File: config.mk
export PLATFORM = sky130hd
export DESIGN_NAME = timesync_sequencer
export DESIGN_NICKNAME = d
export VERILOG_FILES = /design/src/rtl/ts_pkg.sv /design/src/rtl/ts_buf_port_mux.sv /design/src/rtl/timesync_sequencer.sv
export SDC_FILE = /design/constraint.sdc
export NUM_CORES = 1
export LEC_CHECK = 0
export ABC_AREA = 0
export BUFFER_PORTS_ARGS = -buffer_cell sky130_fd_sc_hd__buf_2
export CORE_ASPECT_RATIO = 0.7
export CORE_UTILIZATION = 57
export CTS_CLUSTER_DIAMETER = 80
export DETAILED_ROUTE_END_ITERATION = 16
export PLACE_DENSITY = 0.85
export SLEW_MARGIN = 5
export SYNTH_ARGS = -nofsm -noshare
export SYNTH_HDL_FRONTEND = slang
export SYNTH_SLANG_ARGS = --single-unit
File: constraint.sdc
create_clock -name clk -period 5.2 [get_ports clk]
set_clock_uncertainty 0.15 [all_clocks]
set_input_delay 1.04 -clock clk [delete_from_list [all_inputs] [get_ports clk]]
set_output_delay 1.04 -clock clk [all_outputs]
set_load 0.05 [all_outputs]
File: src/rtl/ts_pkg.sv
// Shared types and constants for the OFDM time-synchronizer sequencer.
// Latency: n/a (declarations only).
// Backpressure: n/a.
package ts_pkg;

    localparam int FFT_POINT  = 64;
    localparam int CP_NUM     = 16;
    localparam int BURST_SIZE = (FFT_POINT + CP_NUM) * 8 + 480;
    localparam int BUF_DEPTH  = 2 * BURST_SIZE;
    localparam int ADDR_W     = 12;
    localparam int DATA_W     = 8;
    localparam int RD_LAT     = 2;
    localparam int TIMEOUT    = 65535;
    localparam int WD_W       = 16;

    typedef enum logic [2:0] {
        IDLE   = 3'd0,
        FILL   = 3'd1,
        CALC_P = 3'd2,
        CALC_R = 3'd3,
        CALC_M = 3'd4,
        DETECT = 3'd5,
        CP_REM = 3'd6,
        READY  = 3'd7
    } ts_state_t;

endpackage

File: src/rtl/ts_buf_port_mux.sv
// Grants the single input-buffer BRAM port to the phase owner; flags foreign requests.
// Latency: 1 cycle to buf_* outputs, RD_LAT more cycles to buf_rd_valid.
// Backpressure: none; non-granted requests are dropped and reported via conflict.
import ts_pkg::*;

module ts_buf_port_mux (
    input  logic              clk,
    input  logic              rst_n,
    input  logic              tx_done,
    input  ts_state_t         state,
    input  logic              wren,
    input  logic [DATA_W-1:0] din,
    input  logic [ADDR_W-1:0] fill_addr,
    input  logic              p_en,
    input  logic [ADDR_W-1:0] p_addr,
    input  logic              r_en,
    input  logic [ADDR_W-1:0] r_addr,
    input  logic              cp_en,
    input  logic [ADDR_W-1:0] cp_addr,
    output logic              buf_en,
    output logic              buf_we,
    output logic [ADDR_W-1:0] buf_addr,
    output logic [DATA_W-1:0] buf_di,
    output logic              buf_rd_valid,
    output logic              conflict
);

    logic              en_d;
    logic              we_d;
    logic [ADDR_W-1:0] addr_d;
    logic [DATA_W-1:0] di_d;
    logic [RD_LAT-1:0] rd_pipe;

    always_comb begin
        en_d   = 1'b0;
        we_d   = 1'b0;
        addr_d = '0;
        di_d   = '0;
        case (state)
            IDLE, FILL: begin
                en_d   = wren;
                we_d   = wren;
                addr_d = fill_addr;
                di_d   = din;
            end
            CALC_P: begin
                en_d   = p_en;
                addr_d = p_addr;
            end
            CALC_R: begin
                en_d   = r_en;
                addr_d = r_addr;
            end
            CP_REM: begin
                en_d   = cp_en;
                addr_d = cp_addr;
            end
            default: ;
        endcase
        conflict = (p_en  && (state != CALC_P)) ||
                   (r_en  && (state != CALC_R)) ||
                   (cp_en && (state != CP_REM));
    end

    always_ff @(posedge clk or negedge rst_n) begin
        if (!rst_n) begin
            buf_en   <= 1'b0;
            buf_we   <= 1'b0;
            buf_addr <= '0;
            buf_di   <= '0;
            rd_pipe  <= '0;
        end else if (tx_done) begin
            buf_en   <= 1'b0;
            buf_we   <= 1'b0;
            buf_addr <= '0;
            buf_di   <= '0;
            rd_pipe  <= '0;
        end else begin
            buf_en     <= en_d;
            buf_we     <= we_d;
            buf_addr   <= addr_d;
            buf_di     <= di_d;
            // Valid tracks reads issued on the registered port, RD_LAT cycles later.
            rd_pipe[0] <= buf_en & ~buf_we;
            for (int i = 1; i < RD_LAT; i++) begin
                rd_pipe[i] <= rd_pipe[i-1];
            end
        end
    end

    assign buf_rd_valid = rd_pipe[RD_LAT-1];

endmodule

File: src/rtl/timesync_sequencer.sv
// Phase sequencer for the time-synchronizer: fill, P, R, M, detect, CP removal.
// Latency: start pulses and buf_* outputs are registered (1 cycle after the causing edge).
// Backpressure: none; stray samples, stray requests and stalled phases raise sticky errors.
import ts_pkg::*;

module timesync_sequencer (
    input  logic              clk,
    input  logic              rst_n,
    input  logic              tx_done,
    input  logic              wren,
    input  logic [DATA_W-1:0] din,
    output logic              p_start,
    output logic              r_start,
    output logic              m_start,
    output logic              det_start,
    output logic              cp_start,
    input  logic              p_done,
    input  logic              r_done,
    input  logic              m_done,
    input  logic              det_done,
    input  logic              cp_done,
    input  logic              p_en,
    input  logic              r_en,
    input  logic              cp_en,
    input  logic [ADDR_W-1:0] p_addr,
    input  logic [ADDR_W-1:0] r_addr,
    input  logic [ADDR_W-1:0] cp_addr,
    output logic              buf_en,
    output logic              buf_we,
    output logic [ADDR_W-1:0] buf_addr,
    output logic [DATA_W-1:0] buf_di,
    output logic              buf_rd_valid,
    output logic [2:0]        state,
    output logic              out_buff_full,
    output logic              err_overrun,
    output logic              err_timeout,
    output logic              err_conflict
);

    localparam logic [ADDR_W:0]   FILL_LAST = (ADDR_W+1)'(BUF_DEPTH - 1);
    localparam logic [WD_W-1:0]   WD_LIMIT  = WD_W'(TIMEOUT - 1);

    ts_state_t       cur;
    ts_state_t       nxt;
    logic [ADDR_W:0] fill_cnt;
    logic [WD_W-1:0] watchdog;
    logic [4:0]      start_q;   // {cp, det, m, r, p}
    logic [4:0]      start_d;
    logic            fill_wr;
    logic            phase_done;
    logic            compute;
    logic            timeout;
    logic            overrun;
    logic            conflict;

    always_comb begin
        nxt        = cur;
        fill_wr    = 1'b0;
        phase_done = 1'b0;
        timeout    = 1'b0;
        start_d    = '0;
        compute    = cur inside {CALC_P, CALC_R, CALC_M, DETECT, CP_REM};
        overrun    = wren && !(cur == IDLE || cur == FILL);
        // A done seen while its start pulse is still high is too early and ignored.
        case (cur)
            IDLE, FILL: begin
                if (wren) begin
                    fill_wr = 1'b1;
                    nxt     = (fill_cnt == FILL_LAST) ? CALC_P : FILL;
                end
            end
            CALC_P:  phase_done = p_done   & ~start_q[0];
            CALC_R:  phase_done = r_done   & ~start_q[1];
            CALC_M:  phase_done = m_done   & ~start_q[2];
            DETECT:  phase_done = det_done & ~start_q[3];
            CP_REM:  phase_done = cp_done  & ~start_q[4];
            default: ;
        endcase
        // Compute phases are encoded consecutively, so done advances by one.
        if (phase_done) begin
            nxt = ts_state_t'(cur + 3'd1);
        end else if (compute && (watchdog >= WD_LIMIT)) begin
            nxt     = IDLE;
            timeout = 1'b1;
        end
        if (nxt != cur) begin
            case (nxt)
                CALC_P:  start_d[0] = 1'b1;
                CALC_R:  start_d[1] = 1'b1;
                CALC_M:  start_d[2] = 1'b1;
                DETECT:  start_d[3] = 1'b1;
                CP_REM:  start_d[4] = 1'b1;
                default: ;
            endcase
        end
    end

    always_ff @(posedge clk or negedge rst_n) begin
        if (!rst_n) begin
            cur           <= IDLE;
            fill_cnt      <= '0;
            watchdog      <= '0;
            start_q       <= '0;
            out_buff_full <= 1'b0;
            err_overrun   <= 1'b0;
            err_timeout   <= 1'b0;
            err_conflict  <= 1'b0;
        end else if (tx_done) begin
            cur           <= IDLE;
            fill_cnt      <= '0;
            watchdog      <= '0;
            start_q       <= '0;
            out_buff_full <= 1'b0;
            err_overrun   <= 1'b0;
            err_timeout   <= 1'b0;
            err_conflict  <= 1'b0;
        end else begin
            cur           <= nxt;
            start_q       <= start_d;
            out_buff_full <= (nxt == READY);
            if (timeout) begin
                fill_cnt <= '0;
            end else if (fill_wr) begin
                fill_cnt <= fill_cnt + 1'b1;
            end
            if (nxt != cur) begin
                watchdog <= '0;
            end else if (compute && (watchdog != '1)) begin
                watchdog <= watchdog + 1'b1;
            end
            err_overrun  <= err_overrun  | overrun;
            err_timeout  <= err_timeout  | timeout;
            err_conflict <= err_conflict | conflict;
        end
    end

    assign state     = cur;
    assign p_start   = start_q[0];
    assign r_start   = start_q[1];
    assign m_start   = start_q[2];
    assign det_start = start_q[3];
    assign cp_start  = start_q[4];

    ts_buf_port_mux u_port_mux (
        .clk          (clk),
        .rst_n        (rst_n),
        .tx_done      (tx_done),
        .state        (cur),
        .wren         (wren),
        .din          (din),
        .fill_addr    (fill_cnt[ADDR_W-1:0]),
        .p_en         (p_en),
        .p_addr       (p_addr),
        .r_en         (r_en),
        .r_addr       (r_addr),
        .cp_en        (cp_en),
        .cp_addr      (cp_addr),
        .buf_en       (buf_en),
        .buf_we       (buf_we),
        .buf_addr     (buf_addr),
        .buf_di       (buf_di),
        .buf_rd_valid (buf_rd_valid),
        .conflict     (conflict)
    );

endmodule

== After elaboration in Yosys (flattened, before gate mapping) ==
Cells that the tools add are included.
Cells by class
  $add $sub $neg: 3
  bitwise logic cells: 15
  reduce and logical (&&, ||, !) cells: 15
  muxes and demuxes: 37
  order comparisons: 1
  eq/ne operators: 18
Operators by type and width (number)
  $mux 16: 3
  $pmux 12 s4: 1
  $mux 13: 3
  $eq 3x3->1 const B: 7
  $add 16x1->16 const B: 1
  $ge 16x16->1 const B: 1
  $mux 1: 16
  $mux 8: 2
  $ne 16x16->1 const B: 1
  $mux 3: 5
  $add 13x1->13 const B: 1
  $eq 13x12->1 const B: 1
  $eq 3x2->1 const B: 4
  $mux 12: 1
  $mux 5: 2
  $and 1x1->1: 6
  $logic_and 1x1->1: 6
  $ne 3x2->1 const B: 2
  $not 1->1: 6
  $reduce_bool 3->1: 2
  $pmux 1 s5: 1
  $reduce_bool 5->1: 1
  $mux 2: 2
  $pmux 1 s4: 1
  9 further kinds: 13
Word-level totals
  word-level logic and storage cells: 102
  output and inout port bits: 35
  input bits: 56
  bits in registers: 65

== Depth between registers and ports, before layout ==
Gate-level depths: netlist of the first run.
  depth after elaboration: 10
  gate-level depth with buffers: 10

== Hierarchy ==
From an unflattened synthesis of the first run, not the netlist that was laid out.
Second synthesis, totals
  cell total of the unflattened synthesis: 337
  area total of the unflattened synthesis: 3474.6 µm²
By module, submodules not included
  timesync_sequencer: seq. area each 1026.0 µm², cells an instance 233, area each 2322.2 µm², instances 1
  ts_buf_port_mux: seq. area each 600.6 µm², cells an instance 104, area each 1152.4 µm², instances 1

== Least setup slack after synthesis of the first run ==
OpenSTA, ideal clock, no wires.
  path kind: reg-to-reg
  start: reg cur[0] (netlist: state[0])
  end: reg start_q[4]
  required time: 4.943 ns
  path slack: 2.137 ns
  period minus slack after synthesis: 3.063 ns
  cell stages (with the launch flop): 9
  buffers on the path: 1
  setup time: 0.107 ns
  arrival: 2.806 ns
  cells stage by stage: dfrtp_1 inv_1 ha_1 clkbuf_1 and4b_1 a31oi_1 nand3_1 or4_4 a2111oi_4
On the way
  longest elaborated chain between the ends: 9
RTL lines
  start, declared: RTL line timesync_sequencer.sv:43  | ts_state_t cur;
  start signal, assigned: RTL line timesync_sequencer.sv:118  | cur <= nxt;
  $eq 3x2->1, or another cell as far along: RTL line timesync_sequencer.sv:62, timesync_sequencer.sv:65
  $reduce_bool 5->1 or $reduce_or 2->1 (tied branches): RTL line timesync_sequencer.sv:62, timesync_sequencer.sv:65
  $logic_and 1x1->1 or $mux 3 (tied branches): RTL line timesync_sequencer.sv:82, timesync_sequencer.sv:65
  $mux 3: RTL line timesync_sequencer.sv:82  | end else if (compute && (watchdog >= WD_LIMIT)) begin
  $mux 3: RTL line timesync_sequencer.sv:80  | if (phase_done) begin
  $eq 3x3->1: RTL line timesync_sequencer.sv:87  | case (nxt)
  $mux 1: RTL line timesync_sequencer.sv:87
  $mux 5 *: RTL line timesync_sequencer.sv:86  | if (nxt != cur) begin
  $mux 5 *: RTL line timesync_sequencer.sv:108  | end else if (tx_done) begin
  end signal, assigned: RTL line timesync_sequencer.sv:119  | start_q <= start_d;
  end, declared: RTL line timesync_sequencer.sv:47  | logic [4:0] start_q;
Every way passes the cells marked *; elsewhere a longest branch is shown, timed or not.
A chain may end at the register's enable or synchronous reset.

== Final worst setup path of the first run ==
  start: reg cur[2] (netlist: state[2])
  end: reg watchdog[1]
On the way
  longest elaborated chain between the ends: 8
RTL lines
  $eq 3x2->1, or another cell as far along: RTL line timesync_sequencer.sv:62, timesync_sequencer.sv:65
  $reduce_bool 5->1 or $reduce_or 2->1 (tied branches): RTL line timesync_sequencer.sv:62, timesync_sequencer.sv:65
  $logic_and 1x1->1 or $mux 3 (tied branches): RTL line timesync_sequencer.sv:82, timesync_sequencer.sv:65
  $mux 3: RTL line timesync_sequencer.sv:82
  $mux 3: RTL line timesync_sequencer.sv:80
  $ne 3x3->1: RTL line timesync_sequencer.sv:126  | if (nxt != cur) begin
  $mux 16: RTL line timesync_sequencer.sv:126
  $mux 16: RTL line timesync_sequencer.sv:108
  end signal, assigned: RTL line timesync_sequencer.sv:129  | watchdog <= watchdog + 1'b1;
  end, declared: RTL line timesync_sequencer.sv:46  | logic [WD_W-1:0] watchdog;
Parallel ways exist; a longest one is shown, timed or not.

==> results of run 1 <==
==> where the power goes <==
group          switching [mW]  internal, mW  total, mW
combinational          0.0825        0.0389      0.121
sequential            0.00698         0.514      0.521
clock                   0.217         0.275      0.492
total                   0.306         0.829       1.13
==> logic make-up (layout without fill, tap and decap cells) <==
| kind of cell | count (synthesis) | in the layout |
|---|---|---|
| xor+xnor | 27 | 27 |
| mux | 16 | 16 |
| simple gates | 145 | 145 |
| fa+ha+maj | 8 | 8 |
| buf+inv | 26 | 119 |
| compound gates | 49 | 49 |
| flops | 65 | 65 |
==> worst max-delay path: cells and delay by family (launching register included) <==
kind                       cells  cell delay, ps
adders and majority gates      1             480
and+or+nand+nor                1             450
DFF                            1             970
buffers and inverters          1             210
AOI/OAI and AO/OA              3            1190
==> flip-flops by register name (all words and copies together), names as in the netlist <==
signal,flops
err_conflict,1
err_overrun,1
err_timeout,1
fill_cnt,13
out_buff_full,1
start_q,5
state,3
u_port_mux.buf_addr,12
u_port_mux.buf_di,8
u_port_mux.buf_en,1
u_port_mux.buf_we,1
u_port_mux.rd_pipe,2
watchdog,16
==> cell usage in the layout (no fill, tap or decap), types with 3 or more instances in the layout <==
cell type  netlist  layout
a21oi_1          9       9
a222oi_1        12      12
and3_1          14      14
buf_2            0      90
clkbuf_8         1       9
dfrtp_1         65      65
ha_1             8       8
inv_1           11      11
mux2_2          13      13
mux2i_1          3       3
nand2_1         19      19
nand3_1         11      11
nand4_1          7       7
nor2_1          53      53
nor3_1          12      12
nor3b_1          3       3
nor4_1           5       5
nor4b_1          3       3
o21ai_0          5       5
xnor2_1         20      20
xor2_1           7       7
==> cell type report <==
class	count	area [um^2]	area share, %
tap	75	93.84	2.260
multi-input combinational	245	1698	40.90
sequential	65	1627	39.18
clock inverter	7	102.6	2.471
timing repair buffer	92	465.4	11.21
clock buffer	9	123.9	2.984
inverter	11	41.29	0.9946
==> per-stage QoR <==
step / cell area, um^2 / hold WS (ps)
floorplan: 3440 / 288.5
global placement: 3925 / 300.3
detailed placement: 3925 / 310.1
CTS: 4151 / 317.1
global route: 4151 / 333.2
finish: 4151 / 315.7
==> per-layer routing <==
| metal | share of wire (%) | GRT usage [%] | wire length [um] | vias up |
|---|---|---|---|---|
| li1 | - | - | - | 1402 |
| met1 | 43 | 40.29 | 3754 | 1480 |
| met2 | 45 | 46.40 | 3926 | 209 |
| met3 | 11 | 9.132 | 929 | 20 |
| met4 | 1.8 | 11.74 | 154 | 0 |
| met5 | 0 | 0 | 0 | - |
==> worst paths after layout <==
check                                            start                         endpoint  slack (ps)  cells after the start
max                                 state[2]$_DFF_PN0_          watchdog[1]$_DFFE_PN0P_        1640                      6
min reg2reg                u_port_mux.buf_we$_DFF_PN0_  u_port_mux.rd_pipe[0]$_DFF_PN0_         320                      1
max in group asynchronous                        rst_n   u_port_mux.buf_di[6]$_DFF_PN0_        3580                      2
min in group asynchronous                        rst_n  u_port_mux.rd_pipe[1]$_DFF_PN0_         380                      1
min                        u_port_mux.buf_we$_DFF_PN0_  u_port_mux.rd_pipe[0]$_DFF_PN0_         320                      1
max reg2reg                         state[2]$_DFF_PN0_          watchdog[1]$_DFFE_PN0P_        1640                      6
==> results_tabular.tex, run 1 <==
\begin{tabular}{lr}
\hline
Metric & Value \\
\hline
\multicolumn{2}{l}{\textbf{Run status}} \\
Outcome & finished clean \\
\multicolumn{2}{l}{\textbf{Timing}} \\
Worst Tran Pin Value & $\sim$1300 ps \\
Relative slew margins & 15.23\% \\
Count of endpoints failing hold in the final timing report & 0 \\
Setup slack of the critical path after layout & 1642 ps \\
Final worst path period share & between 60\% and 70\% \\
Final-report setup violation count & 0 \\
Crit path time final & 3558 ps \\
Number of slew-limit violations in the final report & 0 \\
Unrepaired setup endpoints after global routing & false \\
Final-layout setup total negative slack & 0 ps \\
Max Fclk & 281.0 MHz \\
\multicolumn{2}{l}{\textbf{Yosys}} \\
Syn Std Cell Area & approximately 3400 um\^{}2 \\
Synth area leader & dfrtp\_1 \\
Net Count, Synth & 400 \\
Synthesized-area fraction occupied by adder cells & 2.910\% \\
Share of synthesized area occupied by flip-flops and latches & 47.29\% \\
Dominant combinational cell family by area after synthesis & simple AND/OR/NAND/NOR gates \\
Parity-gate share of the synthesized area counting xor and xnor cells & under 10\% \\
Netlist cell types & between 50 and 60 \\
Gate count after technology mapping & approximately 340 \\
Proportion of netlist area held by the largest area contributor & a little under half \\
Synthesized-area fraction occupied by and/or/nand/nor cells & $\sim$22\% \\
Mux contribution to synthesized area & 5.129\% \\
Most frequently used cell type in the post-synthesis netlist & dfrtp\_1 \\
Yosys Warn Count & 0 \\
Area fraction in compound gates after synthesis & 12.15\% \\
Top\_reg\_cell synth & dfrtp\_1 \\
Top cells by area in the synthesized netlist & dfrtp\_1 (47\%), nor2\_1 (5.8\%), xnor2\_1 (5.1\%), mux2\_2 (4.3\%), a222oi\_1 (3.5\%) \\
Seq cells post-synth & 65 \\
Share of synthesized registers carrying an async set or reset & 100.0\% \\
Count of flip-flops with a built-in enable after synthesis & 0 \\
Post-synth top cells & dfrtp\_1 (65), nor2\_1 (53), xnor2\_1 (20), nand2\_1 (19), and3\_1 (14) \\
Avg Synthesized Cell Area & a little over 10 um\^{}2 \\
\multicolumn{2}{l}{\textbf{CTS}} \\
TritonCTS clock tree & done \\
Clock root buffer & clkbuf\_8 \\
H-tree depth & 3 \\
Postcts setup bufs & 0 \\
CTS clk-pin slew, worst paths & approximately 80 ps \\
Largest buffer count on any clock path & 2 \\
Hold-fix buffer count after cts & 0 \\
Post-CTS resize count & 0 \\
Insertion delay of the later-clocked pin in the worst-skew pair & 360 ps \\
CTS Sinks & between 60 and 70 \\
Total CTS buffers & 9 \\
\multicolumn{2}{l}{\textbf{Finish}} \\
Final Net Count & a little under 500 \\
Layout cell share with drive strength beyond 1 & 31.70\% \\
Number of antenna repair diodes & 0 \\
Total of fill cells in the finished design & between 400 and 500 \\
Core utilization of the finished layout & between 70\% and 80\% \\
Post-Layout Cell Count & 504 \\
Synthesis-to-layout area growth & 20.70\% \\
\multicolumn{2}{l}{\textbf{Placement}} \\
Buffers on Ports & 90 \\
Sum of net half-perimeters after detailed placement & roughly 6300 um \\
Routability congestion estimate from global placement & between 0.9 and 1 \\
DP Cell Count & slightly below 500 \\
Pre-CTS setup slack & 1721 ps \\
\multicolumn{2}{l}{\textbf{Routing}} \\
Via total after detailed routing & just over 3,000 \\
Final antenna-violating net count & 0 \\
Detailed-route wire length per cell & $\sim$17 um \\
Drt first-iter violations & $\sim$280 \\
Post-DR vias/cell & 6.173 \\
Routed wire length & just under 9000 um \\
DR DRC count & 0 \\
First-pass iteration count of the detailed router & 7 \\
\multicolumn{2}{l}{\textbf{Global route}} \\
Via count of the first global-routing pass & 3,036 \\
Residual overflow from global routing & 0 \\
Total GRT Usage & around 30\% \\
Largest net degree at the start of global routing & 55 \\
First-pass GRT wire length & between 10,000 and 15,000 um \\
Initial antenna violation count & 0 \\
\multicolumn{2}{l}{\textbf{Power}} \\
Sum of internal, switching and leakage power & $\sim$1.1 mW \\
Peak ir drop on the vdd network & 0.2430 mV \\
Static leakage power & roughly 1.9 nW \\
Power density relative to cell area & 273.4 nW/um\^{}2 \\
\multicolumn{2}{l}{\textbf{Floorplan}} \\
Initial core utilization & 59.46\% \\
Area of the die & approximately 6400 um\^{}2 \\
Number of cell rows & 23 \\
Chip width & $\sim$95 um \\
Floorplan Core Area & approximately 5800 um\^{}2 \\
Number of top-level pins & 91 \\
Vert. Die Dim & between 60 and 70 um \\
\multicolumn{2}{l}{\textbf{Critical path}} \\
Data arrival time of the worst path & 3670 ps \\
Maximum net fanout on the critical path & 24 \\
Critical-path top delay cell & dfrtp\_1 \\
CP Capture Type & register \\
Critical Path, Cell by Cell & inv\_1 > ha\_1 > a31oi\_1 > and3\_1 > o2111ai\_2 > a211oi\_1 \\
Highest cell delay on the worst timing path & 970 ps \\
Kind of critical path & reg2reg \\
Kind of launch point of the worst setup path & register \\
Required time reported for the critical path endpoint & around 5300 ps \\
\multicolumn{2}{l}{\textbf{Worst hold path}} \\
Type of the most critical hold path & reg2reg \\
\multicolumn{2}{l}{\textbf{Flow run}} \\
Max-capacitance violation count & 0 \\
\hline
\end{tabular}
Power figures use the tool's default switching activity.
==> run 2, diff against run 1 <==
--- a/config.mk
+++ b/config.mk
@@ -5,13 +5,13 @@
 export SDC_FILE = /design/constraint.sdc
 export NUM_CORES = 1
 export LEC_CHECK = 0
-export ABC_AREA = 0
+export ABC_AREA = 1
 export BUFFER_PORTS_ARGS = -buffer_cell sky130_fd_sc_hd__buf_2
 export CORE_ASPECT_RATIO = 0.7
-export CORE_UTILIZATION = 57
+export CORE_UTILIZATION = 53
 export CTS_CLUSTER_DIAMETER = 80
 export DETAILED_ROUTE_END_ITERATION = 16
-export PLACE_DENSITY = 0.85
+export PLACE_DENSITY = 0.8
 export SLEW_MARGIN = 5
 export SYNTH_ARGS = -nofsm -noshare
 export SYNTH_HDL_FRONTEND = slang
==> constraint.sdc (replaced) <==
create_clock -name clk -period 3.6 [get_ports clk]
set_clock_uncertainty 0.15 [all_clocks]
set_input_delay 0.72 -clock clk [delete_from_list [all_inputs] [get_ports clk]]
set_output_delay 0.72 -clock clk [all_outputs]
set_load 0.05 [all_outputs]
==> run 2 against run 1 <==
Register-to-register slack got worse by 1200 ps. Total power increased by 50%. Maximum frequency increased by 13%. Via count increased by 4.5%. Synthesized cell count increased by 29%. Combinational power increased by 57%. Worst setup slack got worse by 1200 ps. Utilization decreased by 4.3 points. Synthesized area increased by 1.3%. Critical path type unchanged.
==> results_tabular.tex, run 2 <==
\begin{tabular}{lr}
\hline
Metric & Value \\
\hline
\multicolumn{2}{l}{\textbf{Run status}} \\
Outcome & finished clean \\
\multicolumn{2}{l}{\textbf{Yosys}} \\
Avg Synthesized Cell Area & 8.045 um\^{}2 (-21\%) \\
Count of flip-flops with a built-in enable after synthesis & 0 (unchanged) \\
Top\_reg\_cell synth & dfrtp\_1 \\
Gate count after technology mapping & 433 (+29\%) \\
Net Count, Synth & 497 (+24\%) \\
Post-synth top cells & nand2\_1 (91), nor2\_1 (69), dfrtp\_1 (65), inv\_1 (56), nand3\_1 (19) \\
Proportion of netlist area held by the largest area contributor & 46.70\% (-0.59 points) \\
Netlist cell types & 33 (-41\%) \\
Most frequently used cell type in the post-synthesis netlist & nand2\_1 \\
Top cells by area in the synthesized netlist & dfrtp\_1 (47\%), nand2\_1 (9.8\%), nor2\_1 (7.4\%), inv\_1 (6.0\%), xor2\_1 (4.3\%) \\
Synth area leader & dfrtp\_1 \\
Syn Std Cell Area & 3483 um\^{}2 (+1.3\%) \\
Yosys Warn Count & 0 (unchanged) \\
Seq cells post-synth & 65 (unchanged) \\
Share of synthesized registers carrying an async set or reset & 100.0\% (unchanged) \\
Share of synthesized area occupied by flip-flops and latches & 46.70\% (-0.59 points) \\
\multicolumn{2}{l}{\textbf{Routing}} \\
Drt first-iter violations & 318 (+13\%) \\
Routed wire length & 8799 um (+0.40\%) \\
Via total after detailed routing & 3,251 (+4.5\%) \\
Final antenna-violating net count & 0 (unchanged) \\
Detailed-route wire length per cell & 14.45 um (-17\%) \\
Post-DR vias/cell & 5.338 (-14\%) \\
DR DRC count & 0 (unchanged) \\
First-pass iteration count of the detailed router & 5 (-2) \\
\multicolumn{2}{l}{\textbf{Global route}} \\
Initial antenna violation count & 0 (unchanged) \\
Total GRT Usage & 27.24\% (-3.1 points) \\
Largest net degree at the start of global routing & 46 (-16\%) \\
Via count of the first global-routing pass & 3,024 (-0.40\%) \\
First-pass GRT wire length & 14,580 um (+2.7\%) \\
Residual overflow from global routing & 0 (unchanged) \\
\multicolumn{2}{l}{\textbf{Floorplan}} \\
Number of top-level pins & 91 (unchanged) \\
Area of the die & 6906 um\^{}2 (+8.7\%) \\
Initial core utilization & 55.50\% (-4.0 points) \\
Chip width & 98.90 um (+4.3\%) \\
Vert. Die Dim & 69.83 um (+4.2\%) \\
Number of cell rows & 24 (+4.3\%) \\
Floorplan Core Area & 6276 um\^{}2 (+8.5\%) \\
\multicolumn{2}{l}{\textbf{Power}} \\
Switching fraction of total power & 24.97\% (-2.0 points) \\
Switching Power & 0.4243 mW (+38\%) \\
Peak ir drop on the vdd network & 0.2492 mV (+2.6\%) \\
Cell internal pwr & 1.275 mW (+54\%) \\
Power density relative to cell area & 401.4 nW/um\^{}2 (+47\%) \\
Static leakage power & 2.181 nW (+13\%) \\
Sum of internal, switching and leakage power & 1.699 mW (+50\%) \\
Comb power frac & 11.2\% (+0.5 points) \\
Clock group share of total power & 44.6\% (+1.2 points) \\
Sequential share of power & 44.3\% (-1.6 points) \\
\multicolumn{2}{l}{\textbf{Critical path}} \\
Capturing element of the worst setup path & watchdog[10]\$\_DFFE\_PN0P\_ \\
Worst reg2reg endpoint & watchdog[10]\$\_DFFE\_PN0P\_ \\
Required time reported for the critical path endpoint & 3700 ps (-1610 ps) \\
Worst Reg2Reg Path Length in Cells & 14 (+8) \\
Highest cell delay on the worst timing path & 440 ps (-530 ps) \\
Slack of the worst reg-to-reg path & 450 ps (-1190 ps) \\
Kind of launch point of the worst setup path & register \\
Crit path from & state[0]\$\_DFF\_PN0\_ \\
Kind of critical path & reg2reg \\
RR Startpoint & state[0]\$\_DFF\_PN0\_ \\
Data arrival time of the worst path & 3250 ps (-420 ps) \\
Critical Path, Cell by Cell & inv\_1 > ha\_1 > inv\_1 > nor2\_2 > nand2\_1 > nand3\_1 > nand2\_1 > nand2\_1 > nand2\_1 > nand2\_1 > nand3\_2 > nor2\_4 > nand2\_2 > nor3\_1 \\
CP Capture Type & register \\
Critical-path top delay cell & dfrtp\_1 \\
CP dominant cell by count & nand2\_1 \\
Maximum net fanout on the critical path & 14 (-42\%) \\
\multicolumn{2}{l}{\textbf{CTS}} \\
CTS clk-pin slew, worst paths & 70 ps (about the same) \\
H-tree depth & 3 (unchanged) \\
Total CTS buffers & 9 (unchanged) \\
Hold-fix buffer count after cts & 0 (unchanged) \\
Postcts setup bufs & 0 (unchanged) \\
TritonCTS clock tree & done \\
Post-CTS resize count & 0 (unchanged) \\
CTS Sinks & 65 (unchanged) \\
Clock root buffer & clkbuf\_8 \\
Insertion delay of the later-clocked pin in the worst-skew pair & 340 ps (-20 ps) \\
Largest buffer count on any clock path & 2 (unchanged) \\
\multicolumn{2}{l}{\textbf{Finish}} \\
Final design area excluding fillers & 4233 um\^{}2 (+2.0\%) \\
Most frequent standard cell in the layout excluding fill and tap cells & nand2\_1 \\
Registers with the most flip-flops & watchdog: 16 flops, fill\_cnt: 13 flops, u\_port\_mux.buf\_addr: 12 flops \\
Layout cell share with drive strength beyond 1 & 24.48\% (-7.2 points) \\
Top library cells by usage in the layout, fill and taps aside & nand2\_1 (91), buf\_2 (90), nor2\_1 (69) \\
Core utilization of the finished layout & 67.44\% (-4.3 points) \\
Number of flip-flops under the largest register name & 16 (unchanged) \\
Synthesis-to-layout area growth & 21.52\% \\
Number of antenna repair diodes & 0 (unchanged) \\
Register with the most flip-flops & watchdog \\
Final Net Count & 590 (+21\%) \\
\multicolumn{2}{l}{\textbf{Timing}} \\
Final-report setup violation count & 0 (unchanged) \\
Relative slew margins & 61.87\% (+47 points) \\
Unrepaired setup endpoints after global routing & false \\
Crit path time final & 3151 ps (-407.0 ps) \\
Final-layout setup total negative slack & 0 ps (unchanged) \\
Worst Tran Pin Value & 571.9 ps (-682.0 ps) \\
Count of endpoints failing hold in the final timing report & 0 (unchanged) \\
Number of slew-limit violations in the final report & 0 (unchanged) \\
Final worst path period share & 87.54\% (+19 points) \\
Max Fclk & 317.3 MHz (+13\%) \\
\multicolumn{2}{l}{\textbf{Placement}} \\
Buffers on Ports & 90 (unchanged) \\
Sum of net half-perimeters after detailed placement & 6731 um (+6.9\%) \\
Post-place instance area & 3989 um\^{}2 (+1.6\%) \\
Routability congestion estimate from global placement & 0.9969 (+3.0\%) \\
\multicolumn{2}{l}{\textbf{Flow run}} \\
Max-capacitance violation count & 0 (unchanged) \\
\multicolumn{2}{l}{\textbf{Worst hold path}} \\
Type of the most critical hold path & in2async \\
\hline
\end{tabular}
[run 2: cell count changes after synthesis, sizes merged, moves of 10 or more]
cell,previous run,this run
nand3,11,21
mux2,13,0
nand2,19,94
xnor2,20,0
a222oi,12,0
xor2,7,17
a221oi,2,12
o21ai,5,16
nor2,54,80
inv,11,57
and3,14,0
[run 2: logic make-up after synthesis]
kind of cell    Yosys count  share of synthesized area (%)
compound gates           47                          9.160
fa+ha+maj                 8                          2.874
simple gates            229                          29.20
xor+xnor                 17                          4.274
buf+inv                  67                          7.794
flops                    65                          46.70
[run 2: through the flow]
stage | setup slack, ps | hold WS, ps | cells
final | 448.6 | 157.5 | 609
after global placement | 733.8 | 276.1 | 593
after floorplan | 1027 | 274.4 | 433
after detailed placement | 532.7 | 297.1 | 593
after global routing | 123.0 | 185.2 | 609
after CTS | 504.9 | 166.5 | 609
[run 2: routing by layer]
metal / global-route usage, % / up-vias / part of all wire [%]
met5: 0 / - / 0
met4: 6.468 / 0 / 0.86
met3: 7.460 / 10 / 9.4
met2: 38.69 / 156 / 42
met1: 41.08 / 1496 / 48
li1: - / 1589 / -
[run 2: final cells by class]
| type | count | area, um^2 |
|---|---|---|
| clock buffers | 11 | 141.4 |
| flip-flops and latches | 65 | 1627 |
| inverters | 57 | 214.0 |
| multi-input cells | 301 | 1585 |
| repair buffers | 92 | 465.4 |
| well taps | 78 | 97.59 |
| fillers | 514 | 2043 |
| clock inverters | 5 | 102.6 |
[run 2: worst min-delay path by stage]
stage / from / end / depth (start not counted)
after floorplan: rst_n / err_conflict$_DFF_PN0_ / 0
after global placement: u_port_mux.buf_we$_DFF_PN0_ / u_port_mux.rd_pipe[0]$_DFF_PN0_ / 1
after detailed placement: u_port_mux.buf_we$_DFF_PN0_ / u_port_mux.rd_pipe[0]$_DFF_PN0_ / 1
after CTS: rst_n / u_port_mux.buf_addr[6]$_DFF_PN0_ / 1
after global routing: rst_n / u_port_mux.buf_addr[6]$_DFF_PN0_ / 1
final: rst_n / u_port_mux.buf_addr[6]$_DFF_PN0_ / 1
[run 2: power groups by stage]
stage               combinational (mW)  clock (mW)  sequential, mW
floorplan                       0.0744           0           0.807
global placement                 0.186           0           0.766
detailed placement               0.189           0           0.766
CTS                              0.190       0.769           0.752
global route                     0.208       0.798           0.753
finish                           0.190       0.757           0.752
[run 2: critical path, delay by kind of cell (launching register included)]
family                     cells  cell delay [ps]
adders and majority gates      1              200
buffers and inverters          2              260
DFF                            1              440
and+or+nand+nor               11             2000
